`src/rtl/srt_fp32_quotient_finalizer.sv`:
```
// Completion stage for the FP32 SRT divider: on-the-fly digit conversion, remainder correction,
// normalization, rounding and exponent range checks. Define SRT_FINALIZER_RNE_EN for round-to-nearest-even.
module srt_fp32_quotient_finalizer #(
    parameter int NDIGITS = 27
) (
    input  logic        clk,
    input  logic        rst,
    input  logic        start,
    input  logic        sign_in,
    input  logic [9:0]  exp_in,
    input  logic [1:0]  special_in,
    input  logic        digit_valid,
    input  logic [1:0]  digit,
    input  logic        rem_valid,
    input  logic        rem_neg,
    input  logic        rem_nz,
    output logic        busy,
    output logic        done,
    output logic [31:0] quotient,
    output logic        ovf,
    output logic        unf
);

    typedef enum logic [2:0] {
        S_IDLE,
        S_CONV,
        S_WAIT_REM,
        S_ROUND,
        S_SPEC
    } state_t;

    localparam logic [4:0] LAST_DIGIT = 5'(NDIGITS - 1);

    state_t               state_q, state_d;
    logic [NDIGITS-1:0]   q_q, q_d;
    logic [NDIGITS-1:0]   qm_q, qm_d;
    logic [NDIGITS-1:0]   r_q, r_d;
    logic [4:0]           cnt_q, cnt_d;
    logic                 nz_q, nz_d;
    logic                 sign_q, sign_d;
    logic [9:0]           exp_q, exp_d;
    logic [1:0]           spec_q, spec_d;
    logic                 busy_q, busy_d;
    logic                 done_q, done_d;
    logic [31:0]          quot_q, quot_d;
    logic                 ovf_q, ovf_d;
    logic                 unf_q, unf_d;

    // Rounding datapath, evaluated from the latched corrected quotient R.
    logic [22:0]          mant_raw;
    logic [23:0]          mant_sum;
    logic                 round_up;
    logic signed [10:0]   e_base;
    logic signed [10:0]   e_adj;
    logic signed [10:0]   e_fin;
    logic [31:0]          res_quot;
    logic                 res_ovf;
    logic                 res_unf;

`ifdef SRT_FINALIZER_RNE_EN
    logic                 guard;
    logic                 sticky;
`else
    logic                 unused_round;
    assign unused_round = ^{r_q[1:0], nz_q};
`endif

    always_comb begin
        e_base   = {exp_q[9], exp_q};
        mant_raw = '0;
        e_adj    = e_base;
`ifdef SRT_FINALIZER_RNE_EN
        guard    = 1'b0;
        sticky   = 1'b0;
`endif
        if (r_q[26]) begin
            mant_raw = r_q[25:3];
            e_adj    = e_base;
`ifdef SRT_FINALIZER_RNE_EN
            guard    = r_q[2];
            sticky   = (|r_q[1:0]) | nz_q;
`endif
        end else begin
            mant_raw = r_q[24:2];
            e_adj    = e_base - 11'sd1;
`ifdef SRT_FINALIZER_RNE_EN
            guard    = r_q[1];
            sticky   = r_q[0] | nz_q;
`endif
        end
`ifdef SRT_FINALIZER_RNE_EN
        round_up = guard & (sticky | mant_raw[0]);
`else
        round_up = 1'b0;
`endif
        // A carry out leaves the low 23 bits all zero, which is exactly the renormalized mantissa.
        mant_sum = {1'b0, mant_raw} + {23'd0, round_up};
        e_fin    = mant_sum[23] ? (e_adj + 11'sd1) : e_adj;
        res_ovf  = 1'b0;
        res_unf  = 1'b0;
        if (e_fin >= 11'sd255) begin
            res_quot = {sign_q, 8'hFF, 23'd0};
            res_ovf  = 1'b1;
        end else if (e_fin <= 11'sd0) begin
            res_quot = {sign_q, 31'd0};
            res_unf  = 1'b1;
        end else begin
            res_quot = {sign_q, e_fin[7:0], mant_sum[22:0]};
        end
    end

    always_comb begin
        state_d = state_q;
        q_d     = q_q;
        qm_d    = qm_q;
        r_d     = r_q;
        cnt_d   = cnt_q;
        nz_d    = nz_q;
        sign_d  = sign_q;
        exp_d   = exp_q;
        spec_d  = spec_q;
        busy_d  = busy_q;
        done_d  = 1'b0;
        quot_d  = quot_q;
        ovf_d   = ovf_q;
        unf_d   = unf_q;

        case (state_q)
            S_IDLE: begin
                if (start) begin
                    sign_d = sign_in;
                    exp_d  = exp_in;
                    spec_d = special_in;
                    busy_d = 1'b1;
                    if (special_in == 2'b00) begin
                        q_d     = '0;
                        qm_d    = '0;
                        cnt_d   = '0;
                        state_d = S_CONV;
                    end else begin
                        state_d = S_SPEC;
                    end
                end
            end
            S_CONV: begin
                if (digit_valid) begin
                    // QM tracks Q minus one ulp so a -1 digit never needs a borrow chain.
                    case (digit)
                        2'b01: begin
                            q_d  = {q_q[NDIGITS-2:0], 1'b1};
                            qm_d = {q_q[NDIGITS-2:0], 1'b0};
                        end
                        2'b11: begin
                            q_d  = {qm_q[NDIGITS-2:0], 1'b1};
                            qm_d = {qm_q[NDIGITS-2:0], 1'b0};
                        end
                        default: begin
                            q_d  = {q_q[NDIGITS-2:0], 1'b0};
                            qm_d = {qm_q[NDIGITS-2:0], 1'b1};
                        end
                    endcase
                    cnt_d = cnt_q + 5'd1;
                    if (cnt_q == LAST_DIGIT) begin
                        state_d = S_WAIT_REM;
                    end
                end
            end
            S_WAIT_REM: begin
                if (rem_valid) begin
                    r_d     = rem_neg ? qm_q : q_q;
                    nz_d    = rem_nz;
                    state_d = S_ROUND;
                end
            end
            S_ROUND: begin
                quot_d  = res_quot;
                ovf_d   = res_ovf;
                unf_d   = res_unf;
                done_d  = 1'b1;
                busy_d  = 1'b0;
                state_d = S_IDLE;
            end
            S_SPEC: begin
                case (spec_q)
                    2'b01:   quot_d = {sign_q, 31'd0};
                    2'b10:   quot_d = {sign_q, 8'hFF, 23'd0};
                    default: quot_d = 32'h7FC0_0000;
                endcase
                ovf_d   = 1'b0;
                unf_d   = 1'b0;
                done_d  = 1'b1;
                busy_d  = 1'b0;
                state_d = S_IDLE;
            end
            default: begin
                state_d = S_IDLE;
                busy_d  = 1'b0;
            end
        endcase
    end

    always_ff @(posedge clk or negedge rst) begin
        if (!rst) begin
            state_q <= S_IDLE;
            q_q     <= '0;
            qm_q    <= '0;
            r_q     <= '0;
            cnt_q   <= '0;
            nz_q    <= 1'b0;
            sign_q  <= 1'b0;
            exp_q   <= '0;
            spec_q  <= '0;
            busy_q  <= 1'b0;
            done_q  <= 1'b0;
            quot_q  <= '0;
            ovf_q   <= 1'b0;
            unf_q   <= 1'b0;
        end else begin
            state_q <= state_d;
            q_q     <= q_d;
            qm_q    <= qm_d;
            r_q     <= r_d;
            cnt_q   <= cnt_d;
            nz_q    <= nz_d;
            sign_q  <= sign_d;
            exp_q   <= exp_d;
            spec_q  <= spec_d;
            busy_q  <= busy_d;
            done_q  <= done_d;
            quot_q  <= quot_d;
            ovf_q   <= ovf_d;
            unf_q   <= unf_d;
        end
    end

    assign busy     = busy_q;
    assign done     = done_q;
    assign quotient = quot_q;
    assign ovf      = ovf_q;
    assign unf      = unf_q;

endmodule
```
`config.mk`:
```
export PLATFORM = sky130hd
export DESIGN_NAME = srt_fp32_quotient_finalizer
export DESIGN_NICKNAME = d
export VERILOG_FILES = /design/src/rtl/srt_fp32_quotient_finalizer.sv
export SDC_FILE = /design/constraint.sdc
export NUM_CORES = 1
export LEC_CHECK = 0
export BUFFER_PORTS_ARGS = -buffer_cell sky130_fd_sc_hd__buf_2
export CAP_MARGIN = 20
export CORE_MARGIN = 2
export CORE_UTILIZATION = 42
export DETAILED_ROUTE_END_ITERATION = 12
export PLACE_DENSITY = 0.58
export RECOVER_POWER = 100
export SLEW_MARGIN = 20
export SYNTH_ARGS = -nofsm -noshare
export SYNTH_HDL_FRONTEND = slang
export SYNTH_SLANG_ARGS = --single-unit
```
`constraint.sdc`:
```
create_clock -name clk -period 2.05 [get_ports clk]
set_input_delay 0.1025 -clock clk [delete_from_list [all_inputs] [get_ports clk]]
set_output_delay 0.1025 -clock clk [all_outputs]
set_load 0.05 [all_outputs]
```
==> impl_metrics.env, run 1 <==
export IMPL_cts_inserted_buffers=17
export IMPL_cts_max_level=4
export IMPL_first_global_vias=4997
export IMPL_die_w_um=132
export IMPL_io_pin_count=58
export IMPL_p_leak_nw=3.67
export IMPL_layout_drive_gt1_share=0.179
export IMPL_power_share_clock=0.344
export IMPL_cp_arrival_ps=2380
export IMPL_violations="setup timing"
export IMPL_ys_flop_type="dfrtp_1"
export IMPL_hpwlAfterDp_um=9740
export IMPL_power_density_nw_per_um2=981
export IMPL_nets=755
export IMPL_ant_nets=0
export IMPL_finalHoldViolCount=0
export IMPL_ys_types=55
export IMPL_antenna_found_initial=0
export IMPL_cp_required_ps=2350
export IMPL_drc=0
export IMPL_fin_tns_setup_ps=-196
export IMPL_ys_ff_latch=136
export IMPL_globalplace_congestion=0.850
export IMPL_switchingPower_w=0.00262
export IMPL_critPathLaunchType="flip-flop"
export IMPL_endpoint_kind="flip-flop"
export IMPL_rsz0062_at_grt="true"
export IMPL_start_util=0.431
export IMPL_worstPathMaxFanout=22
export IMPL_cts_sinks=136
export IMPL_grt_busiest_layer="met2"
export IMPL_synthDominantCellAreaShare=0.497
export IMPL_synth_edf_count=0
export IMPL_ir_worst_vdd_uv=558
export IMPL_grt_ovfl_total=0
export IMPL_fill_cells=1478
export IMPL_n_antenna_cell=0
export IMPL_worstSkewPairLatency_ps=420
export IMPL_met2_usage=0.269
export IMPL_met3_usage=0.0405
export IMPL_timing_worst_slew_pin_value_ps=1410
export IMPL_synthCells=651
export IMPL_slew_headroom=0.0606
export IMPL_synth_warnings=0
export IMPL_internal_power_w=0.00538
export IMPL_row_count=46
export IMPL_hold_class="in2reg"
export IMPL_fin_crit_ps=2080
export IMPL_slew_viol_final=0
export IMPL_cts_buffer_depth=2
export IMPL_netlist_area_sq_um=6840
export IMPL_via_per_inst=5.25
export IMPL_max_clock_freq_ghz=0.481
export IMPL_power_share_combinational=0.254
export IMPL_avgSynthCellArea_sq_um=10.5
export IMPL_synth_top_area_cell="dfrtp_1"
export IMPL_gr_usage_met1=0.251
export IMPL_num_vias=4999
export IMPL_final_cell_mix="dfrtp_1 (134), mux2i_1 (100), nand2_1 (99)"
export IMPL_drt_wl_total_um=14500
export IMPL_syn_to_final_growth_pct=19.2
export IMPL_cts_tree="done"
export IMPL_switching_share=0.327
export IMPL_grt_max_degree=56
export IMPL_wl_per_cell_um=15.2
export IMPL_fin_crit_sh=1.01
export IMPL_status="finished, violations left"
export IMPL_synth_async_reset_ratio=1.00
export IMPL_drt_iter0_drc=288
export IMPL_p_total_w=0.00800
export IMPL_die_y_um=132
export IMPL_grt_pass1_wl_um=24800
export IMPL_cap_violations=0
export IMPL_coreArea_sq_um=15900
export IMPL_criticalPathCategory="reg2reg"
export IMPL_port_buffer_count=56
export IMPL_worst_slack_ps=-29.3
export IMPL_clkSlewWorstSetupHoldPaths_ps=50
export IMPL_synthesis_nets=678
export IMPL_final_common_cell="dfrtp_1"
export IMPL_synthTopCellsByArea="dfrtp_1 (50%), mux2i_1 (15%), o31ai_1 (5.9%)"
export IMPL_ys_seq_area_frac=0.497
export IMPL_setup_viol=18
export IMPL_die_area_sq_um=17300
export IMPL_finalClockSkew_ps=8.56
export IMPL_cts_root_buffer="clkbuf_16"
export IMPL_track_usage=0.177
export IMPL_p_seq_frac=0.401
export IMPL_drt_pass1_iterations=4
-- what timing repair did --
item	4_1_cts	5_1_grt
gates resized for setup	0	12
hold buffers	17	0
setup buffers	0	5
hold endpoints to repair	70	0
pin swaps	1	4
endpoints found under the setup margin	22	55
-- registers in the layout (all words and copies together), names as in the netlist, 2 cells and up --
signal	flops
cnt_q	5
quotient	32
r_q	25
spec_q	2
state_q	3
qm_q	27
exp_q	10
q_q	27
-- layer usage --
layer  wire length (um)  vias up
met5                  0        -
met4                134        0
met3                549       12
met2               6540       88
met1               7280     2424
li1                   -     2475
-- area by class of cell --
| class | instances | area, sq um | share of cell area |
|---|---|---|---|
| clock inverters | 3 | 17.5 | 0.00215 |
| repair buffers | 108 | 693 | 0.0850 |
| flip-flops and latches | 136 | 3410 | 0.417 |
| multi-input cells | 457 | 3230 | 0.395 |
| clock buffers | 25 | 515 | 0.0632 |
| inverters | 8 | 30.0 | 0.00368 |
| well taps | 216 | 270 | 0.0331 |
-- power by group through the flow --
stage	sequential (W)	clock, W	combinational [W]
after global placement	0.00324	0	0.00195
after CTS	0.00321	0.00282	0.00203
final	0.00321	0.00276	0.00203
after floorplan	0.00349	0	0.00120
after global routing	0.00325	0.00295	0.00222
after detailed placement	0.00325	0	0.00199
-- kinds of logic (layout without fill, tap and decap cells) --
| logic type | after synthesis | after routing | synth area share |
|---|---|---|---|
| xor+xnor | 9 | 9 | 0.0115 |
| buf+inv | 58 | 144 | 0.0399 |
| flops | 136 | 136 | 0.497 |
| mux | 110 | 110 | 0.163 |
| fa+ha+maj | 5 | 5 | 0.00914 |
| compound gates | 141 | 141 | 0.144 |
| simple gates | 192 | 192 | 0.135 |
-- synthesized netlist by cell type (7+ instances only) --
master / number
nor2_1: 50
clkbuf_1: 21
a21oi_1: 34
mux2i_1: 100
inv_1: 7
o21ai_2: 20
mux2_2: 10
buf_2: 20
o21ai_0: 7
dfrtp_1: 136
nand2_1: 100
o31ai_1: 54
-- per-stage QoR --
| stage | instances | hold slack (ps) | worst slack [ps] | instance area (sq um) | util |
|---|---|---|---|---|---|
| 2_1_floorplan | 651 | -193 | 12.8 | 6860 | - |
| 3_3_place_gp | 903 | 96.3 | 29.5 | 7480 | 0.471 |
| 3_5_place_dp | 903 | 103 | -22.7 | 7480 | 0.471 |
| 4_1_cts | 948 | 92.2 | -34.2 | 8180 | 0.515 |
| 5_1_grt | 953 | 117 | -123 | 8160 | 0.514 |
| 6_report | 953 | 104 | -29.3 | 8160 | 0.514 |
-- critical path, cell delays in order, from the launching register on --
cell,delay [ps]
dfrtp_1,410
inv_2,100
ha_4,160
nor4b_4,230
xor2_1,140
nor4b_2,360
a31oi_1,160
nand3_2,110
buf_12,200
o21ai_1,90
-- final timing paths --
kind,startpoint,slack [ps],depth (start not counted),end
max,exp_q[1],-30,9,quotient[1]
min,digit_valid,100,3,qm_q[0]
max reg2reg,exp_q[1],-30,9,quotient[1]
min reg2reg,quotient[6],470,2,quotient[6]
max in group asynchronous,rst,320,3,q_q[10]
min in group asynchronous,rst,540,2,quotient[26]
No activity file was read; power rests on OpenSTA's default activity.
==> run 2, diff against run 1 <==
--- a/config.mk
+++ b/config.mk
@@ -10,7 +10,7 @@
 export CORE_MARGIN = 2
 export CORE_UTILIZATION = 42
 export DETAILED_ROUTE_END_ITERATION = 12
-export PLACE_DENSITY = 0.58
+export PLACE_DENSITY = 0.55
 export RECOVER_POWER = 100
 export SLEW_MARGIN = 20
 export SYNTH_ARGS = -nofsm -noshare
==> constraint.sdc (replaced) <==
create_clock -name clk -period 2.7 [get_ports clk]
set_input_delay 0.135 -clock clk [delete_from_list [all_inputs] [get_ports clk]]
set_output_delay 0.135 -clock clk [all_outputs]
set_load 0.05 [all_outputs]
==> run 2 against run 1 <==
The flow finishes with violations (capacitance limit, slew limit); fmax is 14% lower; combinational power is 34% lower; final area fell by 2.5%; non-clock buffer count down 23; register-to-register slack improved by 310 ps; count of clock-buffer cells in the layout fell by 8; total power decreased by 20%; core utilization fell by 1.3 points; sequential share of layout area rose by 1.0 points.
==> impl_metrics.env, run 2 (synthesis results as in run 1) <==
export IMPL_status="finished, violations left"
export IMPL_violations="capacitance limit, slew limit"
export IMPL_grt_ovfl_total=0
export IMPL_design_area_sq_um=7960
export IMPL_n_antenna_cell=0
export IMPL_worstPathMaxFanout=22
export IMPL_dp_cells=886
export IMPL_die_w_um=132
export IMPL_ir_worst_vdd_uv=434
export IMPL_cts_buffer_depth=2
export IMPL_coreArea_sq_um=15900
export IMPL_endpoint_kind="flip-flop"
export IMPL_slew_headroom=-0.364
export IMPL_cts_sinks=136
export IMPL_nets=732
export IMPL_wl_per_cell_um=15.6
export IMPL_cp_required_ps=2980
export IMPL_power_density_nw_per_um2=803
export IMPL_grt_pass1_wl_um=24300
export IMPL_crit_path_top_delay_cell="dfrtp_1"
export IMPL_fin_tns_setup_ps=0
export IMPL_cts_root_buffer="clkbuf_16"
export IMPL_die_y_um=132
export IMPL_cap_violations=1
export IMPL_crit_path_cell_trace="inv_1, ha_1, nor4b_4, xor2_1, nor4b_4, a31oi_1, nand3_2, buf_12, o21ai_0"
export IMPL_antenna_found_initial=0
export IMPL_port_buffer_count=56
export IMPL_p_leak_nw=3.56
export IMPL_largest_reg_flops=32
export IMPL_slew_viol_final=79
export IMPL_syn_to_final_growth_pct=16.3
export IMPL_hold_class="in2reg"
export IMPL_cts_inserted_buffers=17
export IMPL_fill_cells=1519
export IMPL_die_area_sq_um=17300
export IMPL_setup_viol=0
export IMPL_final_cell_mix="dfrtp_1 (135), mux2i_1 (100), nand2_1 (100)"
export IMPL_row_count=46
export IMPL_crit_top_cell="nor4b_4"
export IMPL_finalHoldViolCount=0
export IMPL_ant_nets=0
export IMPL_io_pin_count=58
export IMPL_grt_max_degree=106
export IMPL_via_per_inst=5.28
export IMPL_r2r_end="quotient[13]"
export IMPL_rr_startpoint="exp_q[1]"
export IMPL_cts_max_level=4
export IMPL_drt_pass1_iterations=5
export IMPL_drt_iter0_drc=349
export IMPL_worstSkewPairLatency_ps=420
export IMPL_fin_crit_ps=2420
export IMPL_slowest_delay_ps=460
export IMPL_num_vias=4928
export IMPL_layout_drive_gt1_share=0.117
export IMPL_track_usage=0.173
export IMPL_rsz0062_at_grt="false"
export IMPL_timing_worst_slew_pin_value_ps=2050
export IMPL_p_total_w=0.00639
export IMPL_start_util=0.431
export IMPL_cts_tree="done"
export IMPL_fin_hold_ws_ps=12.4
export IMPL_cp_startpoint="exp_q[1]"
export IMPL_cts_setup_buffers=0
export IMPL_cp_arrival_ps=2700
export IMPL_r2r_setup_slack_ps=280
export IMPL_fin_crit_sh=0.895
export IMPL_drc=0
export IMPL_criticalPathCategory="reg2reg"
export IMPL_first_global_vias=4777
export IMPL_critical_path_endpoint="quotient[13]"
export IMPL_drt_wl_total_um=14500
export IMPL_hpwlAfterDp_um=9360
export IMPL_final_common_cell="dfrtp_1"
export IMPL_globalplace_congestion=0.829
export IMPL_max_clock_freq_ghz=0.414
export IMPL_finalClockSkew_ps=7.16
export IMPL_placed_area_sq_um=7320
export IMPL_rr_worst_depth=9
export IMPL_critPathLaunchType="flip-flop"
export IMPL_instances_no_fill=933
export IMPL_clkSlewWorstSetupHoldPaths_ps=60
-- run 2: changes by cell type in the layout (fill, tap and decap cells not counted), sizes merged --
cell / before / now
buf: 48 / 27
clkbuf: 68 / 59
bufinv: 0 / 6
clkinvlp: 1 / 4
clkinv: 2 / 4
dlygate4sd3: 17 / 16
-- run 2: per-stage QoR --
stage | setup slack, ps | util
finish | 282 | 0.501
global route | 55.6 | 0.501
CTS | 212 | 0.512
detailed placement | 240 | 0.461
global placement | 309 | 0.461
floorplan | 551 | -
-- run 2: worst min path at each step --
stage / start / cells after the start / endpoint / slack (ps)
after floorplan: rst / 0 / busy / -160
after global placement: rst / 1 / exp_q[2] / 220
after detailed placement: rst / 1 / quotient[25] / 230
after CTS: rem_valid / 3 / state_q[0] / 5
after global routing: rem_valid / 3 / state_q[0] / 20
final: rem_valid / 3 / state_q[0] / 10
-- run 2: report_power, final --
part,total [W],leakage (nW),switching [W],internal (W)
Combinational,0.00134,1.43,0.000900,0.000444
Sequential,0.00247,1.82,0.000237,0.00223
Clock,0.00258,0.311,0.000860,0.00172
Total,0.00639,3.56,0.00200,0.00439
-- run 2: routing by layer --
| layer | part of all wire | up-vias | GRT usage |
|---|---|---|---|
| met5 | 0 | - | 0 |
| met4 | 0.011 | 0 | 0.0556 |
| met3 | 0.036 | 14 | 0.0359 |
| met2 | 0.44 | 91 | 0.256 |
| met1 | 0.51 | 2392 | 0.254 |
| li1 | - | 2431 | - |
-- run 2: critical path: cells and delay by family, from the launching register on --
family          cells  cell delay (ps)
fa+ha+maj           1              260
compound gates      2              270
xor+xnor            1              180
flops               1              460
simple gates        3              830
buf+inv             2              270
-- run 2: cell type report --
| cell class | instances | area (sq um) | share of cell area |
|---|---|---|---|
| flip-flops and latches | 136 | 3400 | 0.428 |
| multi-input cells | 457 | 3090 | 0.389 |
| repair buffers | 85 | 504 | 0.0634 |
| clock buffers | 17 | 425 | 0.0535 |
| well taps | 216 | 270 | 0.0340 |
| clock inverters | 14 | 230 | 0.0289 |
| inverters | 8 | 30.0 | 0.00377 |
-- run 2: timing repair --
action,in CTS,in global routing
hold buffers,16,0
endpoints found under the hold margin,92,0
endpoints found under the setup margin,0,2
resized for setup,0,1
==> run 3, diff against run 2 <==
--- a/config.mk
+++ b/config.mk
@@ -5,6 +5,7 @@
 export SDC_FILE = /design/constraint.sdc
 export NUM_CORES = 1
 export LEC_CHECK = 0
+export ABC_AREA = 1
 export BUFFER_PORTS_ARGS = -buffer_cell sky130_fd_sc_hd__buf_2
 export CAP_MARGIN = 20
 export CORE_MARGIN = 2
==> run 3 against run 2 <==
The flow still finishes with violations (capacitance limit, slew limit); critical path depth fell by 1; count of clock-buffer cells in the layout did not move; wire length rose by 11%; register-to-register slack improved by 120 ps; largest power group is now combinational logic.
==> impl_metrics.env, run 3 <==
export IMPL_worstSkewPairLatency_ps=420
export IMPL_grt_max_degree=106
export IMPL_grt_ovfl_total=0
export IMPL_synth_edf_count=0
export IMPL_port_buffer_count=56
export IMPL_synthTopCellsByArea="dfrtp_1 (49%), nand2_1 (11%), o21ai_0 (8.8%)"
export IMPL_io_pin_count=58
export IMPL_avgSynthCellArea_sq_um=8.01
export IMPL_internal_power_w=0.00563
export IMPL_power_share_combinational=0.423
export IMPL_critPathLaunchType="flip-flop"
export IMPL_syn_to_final_growth_pct=16.5
export IMPL_ys_ff_latch=136
export IMPL_synth_warnings=0
export IMPL_clkSlewWorstSetupHoldPaths_ps=60
export IMPL_drt_iter0_drc=370
export IMPL_slew_viol_final=78
export IMPL_switching_share=0.451
export IMPL_hpwlAfterDp_um=10100
export IMPL_switchingPower_w=0.00464
export IMPL_synth_most_common_cell="nand2_1"
export IMPL_die_area_sq_um=17600
export IMPL_first_global_vias=5573
export IMPL_cts_resized=0
export IMPL_p_seq_frac=0.328
export IMPL_final_cell_mix="nand2_1 (211), dfrtp_1 (136), o21ai_0 (133)"
export IMPL_layout_drive_gt1_share=0.0966
export IMPL_endpoint_kind="flip-flop"
export IMPL_ir_worst_vdd_uv=685
export IMPL_antenna_found_initial=0
export IMPL_rsz0062_at_grt="false"
export IMPL_nets=946
export IMPL_criticalPathCategory="reg2reg"
export IMPL_cts_max_level=4
export IMPL_via_per_inst=5.18
export IMPL_power_density_nw_per_um2=1270
export IMPL_netlist_area_sq_um=6960
export IMPL_drt_pass1_iterations=5
export IMPL_cap_violations=1
export IMPL_hold_class="in2reg"
export IMPL_place_ws_ps=502
export IMPL_drt_wl_total_um=16100
export IMPL_synthesis_nets=896
export IMPL_finalHoldViolCount=0
export IMPL_die_y_um=133
export IMPL_globalplace_congestion=0.828
export IMPL_setup_viol=0
export IMPL_fin_tns_setup_ps=0
export IMPL_n_antenna_cell=0
export IMPL_cp_startpoint="state_q[0]"
export IMPL_rr_startpoint="state_q[0]"
export IMPL_ys_types=38
export IMPL_power_share_clock=0.249
export IMPL_postLayoutCoreUtil=0.494
export IMPL_ys_seq_area_frac=0.489
export IMPL_cp_arrival_ps=2600
export IMPL_largest_reg_flops=32
export IMPL_fin_crit_ps=2300
export IMPL_track_usage=0.190
export IMPL_drc=0
export IMPL_num_vias=5967
export IMPL_max_clock_freq_ghz=0.435
export IMPL_hold_start="special_in[1]"
export IMPL_multi_input_area_sq_um=2840
export IMPL_final_common_cell="nand2_1"
export IMPL_slew_headroom=-0.394
export IMPL_finalClockSkew_ps=6.07
export IMPL_ys_flop_type="dfrtp_1"
export IMPL_cts_root_buffer="clkbuf_16"
export IMPL_die_w_um=133
export IMPL_ys_top_cells_by_count="nand2_1 (211), dfrtp_1 (136), o21ai_0 (122), inv_1 (110), a21oi_1 (41)"
export IMPL_violations="capacitance limit, slew limit"
export IMPL_grt_pass1_wl_um=27100
export IMPL_cp_required_ps=3010
export IMPL_cts_tree="done"
export IMPL_p_leak_nw=3.69
export IMPL_cts_buffer_depth=2
export IMPL_timing_worst_slew_pin_value_ps=2090
export IMPL_fill_cells=1631
export IMPL_wl_per_cell_um=14.0
export IMPL_seqCellArea_sq_um=3400
export IMPL_cts_sinks=136
export IMPL_synth_top_area_cell="dfrtp_1"
export IMPL_synth_async_reset_ratio=1.00
export IMPL_worst_slack_ps=402
export IMPL_ant_nets=0
export IMPL_status="finished, violations left"
export IMPL_coreArea_sq_um=16400
export IMPL_synthCells=869
export IMPL_synthDominantCellAreaShare=0.489
export IMPL_start_util=0.424
export IMPL_row_count=47
export IMPL_worstPathMaxFanout=50
export IMPL_fin_crit_sh=0.851
export IMPL_cts_inserted_buffers=17
run 3: cell types whose count changed after synthesis, moves of 12 or more:
| cell | previous run | this run |
|---|---|---|
| inv_1 | 7 | 110 |
| clkbuf_1 | 21 | 33 |
| a221oi_1 | 0 | 26 |
| buf_2 | 20 | 6 |
| o21ai_2 | 20 | 2 |
| nand3_1 | 5 | 19 |
| o31ai_1 | 54 | 0 |
| nand2_1 | 100 | 211 |
| nand4_1 | 3 | 26 |
| mux2i_1 | 100 | 0 |
| o211ai_1 | 1 | 23 |
| o21ai_0 | 7 | 122 |
run 3: metrics by stage:
stage / area, sq um / power [W] / std cells / hold slack [ps]
after floorplan: 6960 / 0.00692 / 869 / -161
after global placement: 7390 / 0.00773 / 1105 / 236
after detailed placement: 7390 / 0.00784 / 1105 / 251
after CTS: 8190 / 0.0105 / 1152 / 1.07
after global routing: 8110 / 0.0111 / 1152 / 19.8
final: 8110 / 0.0103 / 1152 / 13.1
run 3: logic make-up after synthesis:
logic type / synth area share
compound gates: 0.195
xor+xnor: 0.00126
fa+ha+maj: 0.00899
buf+inv: 0.0993
flops: 0.489
mux: 0.00485
simple gates: 0.201
run 3: worst paths after layout:
| path | to | slack, ps | cells after the start |
|---|---|---|---|
| min reg2reg | quotient[12] | 480 | 2 |
| max reg2reg | r_q[3] | 400 | 8 |
| max in group asynchronous | qm_q[2] | 620 | 2 |
| min | state_q[2] | 10 | 3 |
| max | r_q[3] | 400 | 8 |
| min in group asynchronous | quotient[29] | 870 | 2 |
run 3: worst max-delay path, cell delays in order, from the launching register on:
cell and delay, ps:
dfrtp_1 440, inv_1 100, nand2_1 70, nor2_1 80, inv_1 90, nor2_2 80
clkbuf_2 750, o211ai_1 350, o21ai_0 200
run 3: cell type report:
class,count,share of cell area
clock buffer,17,0.0525
clock inverter,15,0.0278
inverter,120,0.0556
multi-input combinational,564,0.350
sequential,136,0.420
tap,220,0.0340
timing repair buffer,80,0.0602
run 3: repair_timing:
item                                    CTS  global route
endpoints found under the hold margin    91             0
hold buffers                             15             0
endpoints found under the setup margin    0             0
setup buffers                             0             0
run 3: routing by layer:
| metal | global-route usage | vias up | share of wire | wire length (um) |
|---|---|---|---|---|
| li1 | - | 2982 | - | - |
| met1 | 0.277 | 2851 | 0.49 | 7960 |
| met2 | 0.283 | 116 | 0.45 | 7300 |
| met3 | 0.0383 | 18 | 0.041 | 654 |
| met4 | 0.0651 | 0 | 0.012 | 196 |
| met5 | 0 | - | 0 | 0 |
run 3: power by group through the flow:
stage	clock, W	combinational [W]	sequential, W
after CTS	0.00261	0.00448	0.00337
after detailed placement	0	0.00444	0.00340
after global routing	0.00270	0.00487	0.00348
final	0.00256	0.00434	0.00337
after global placement	0	0.00436	0.00337
after floorplan	0	0.00276	0.00416
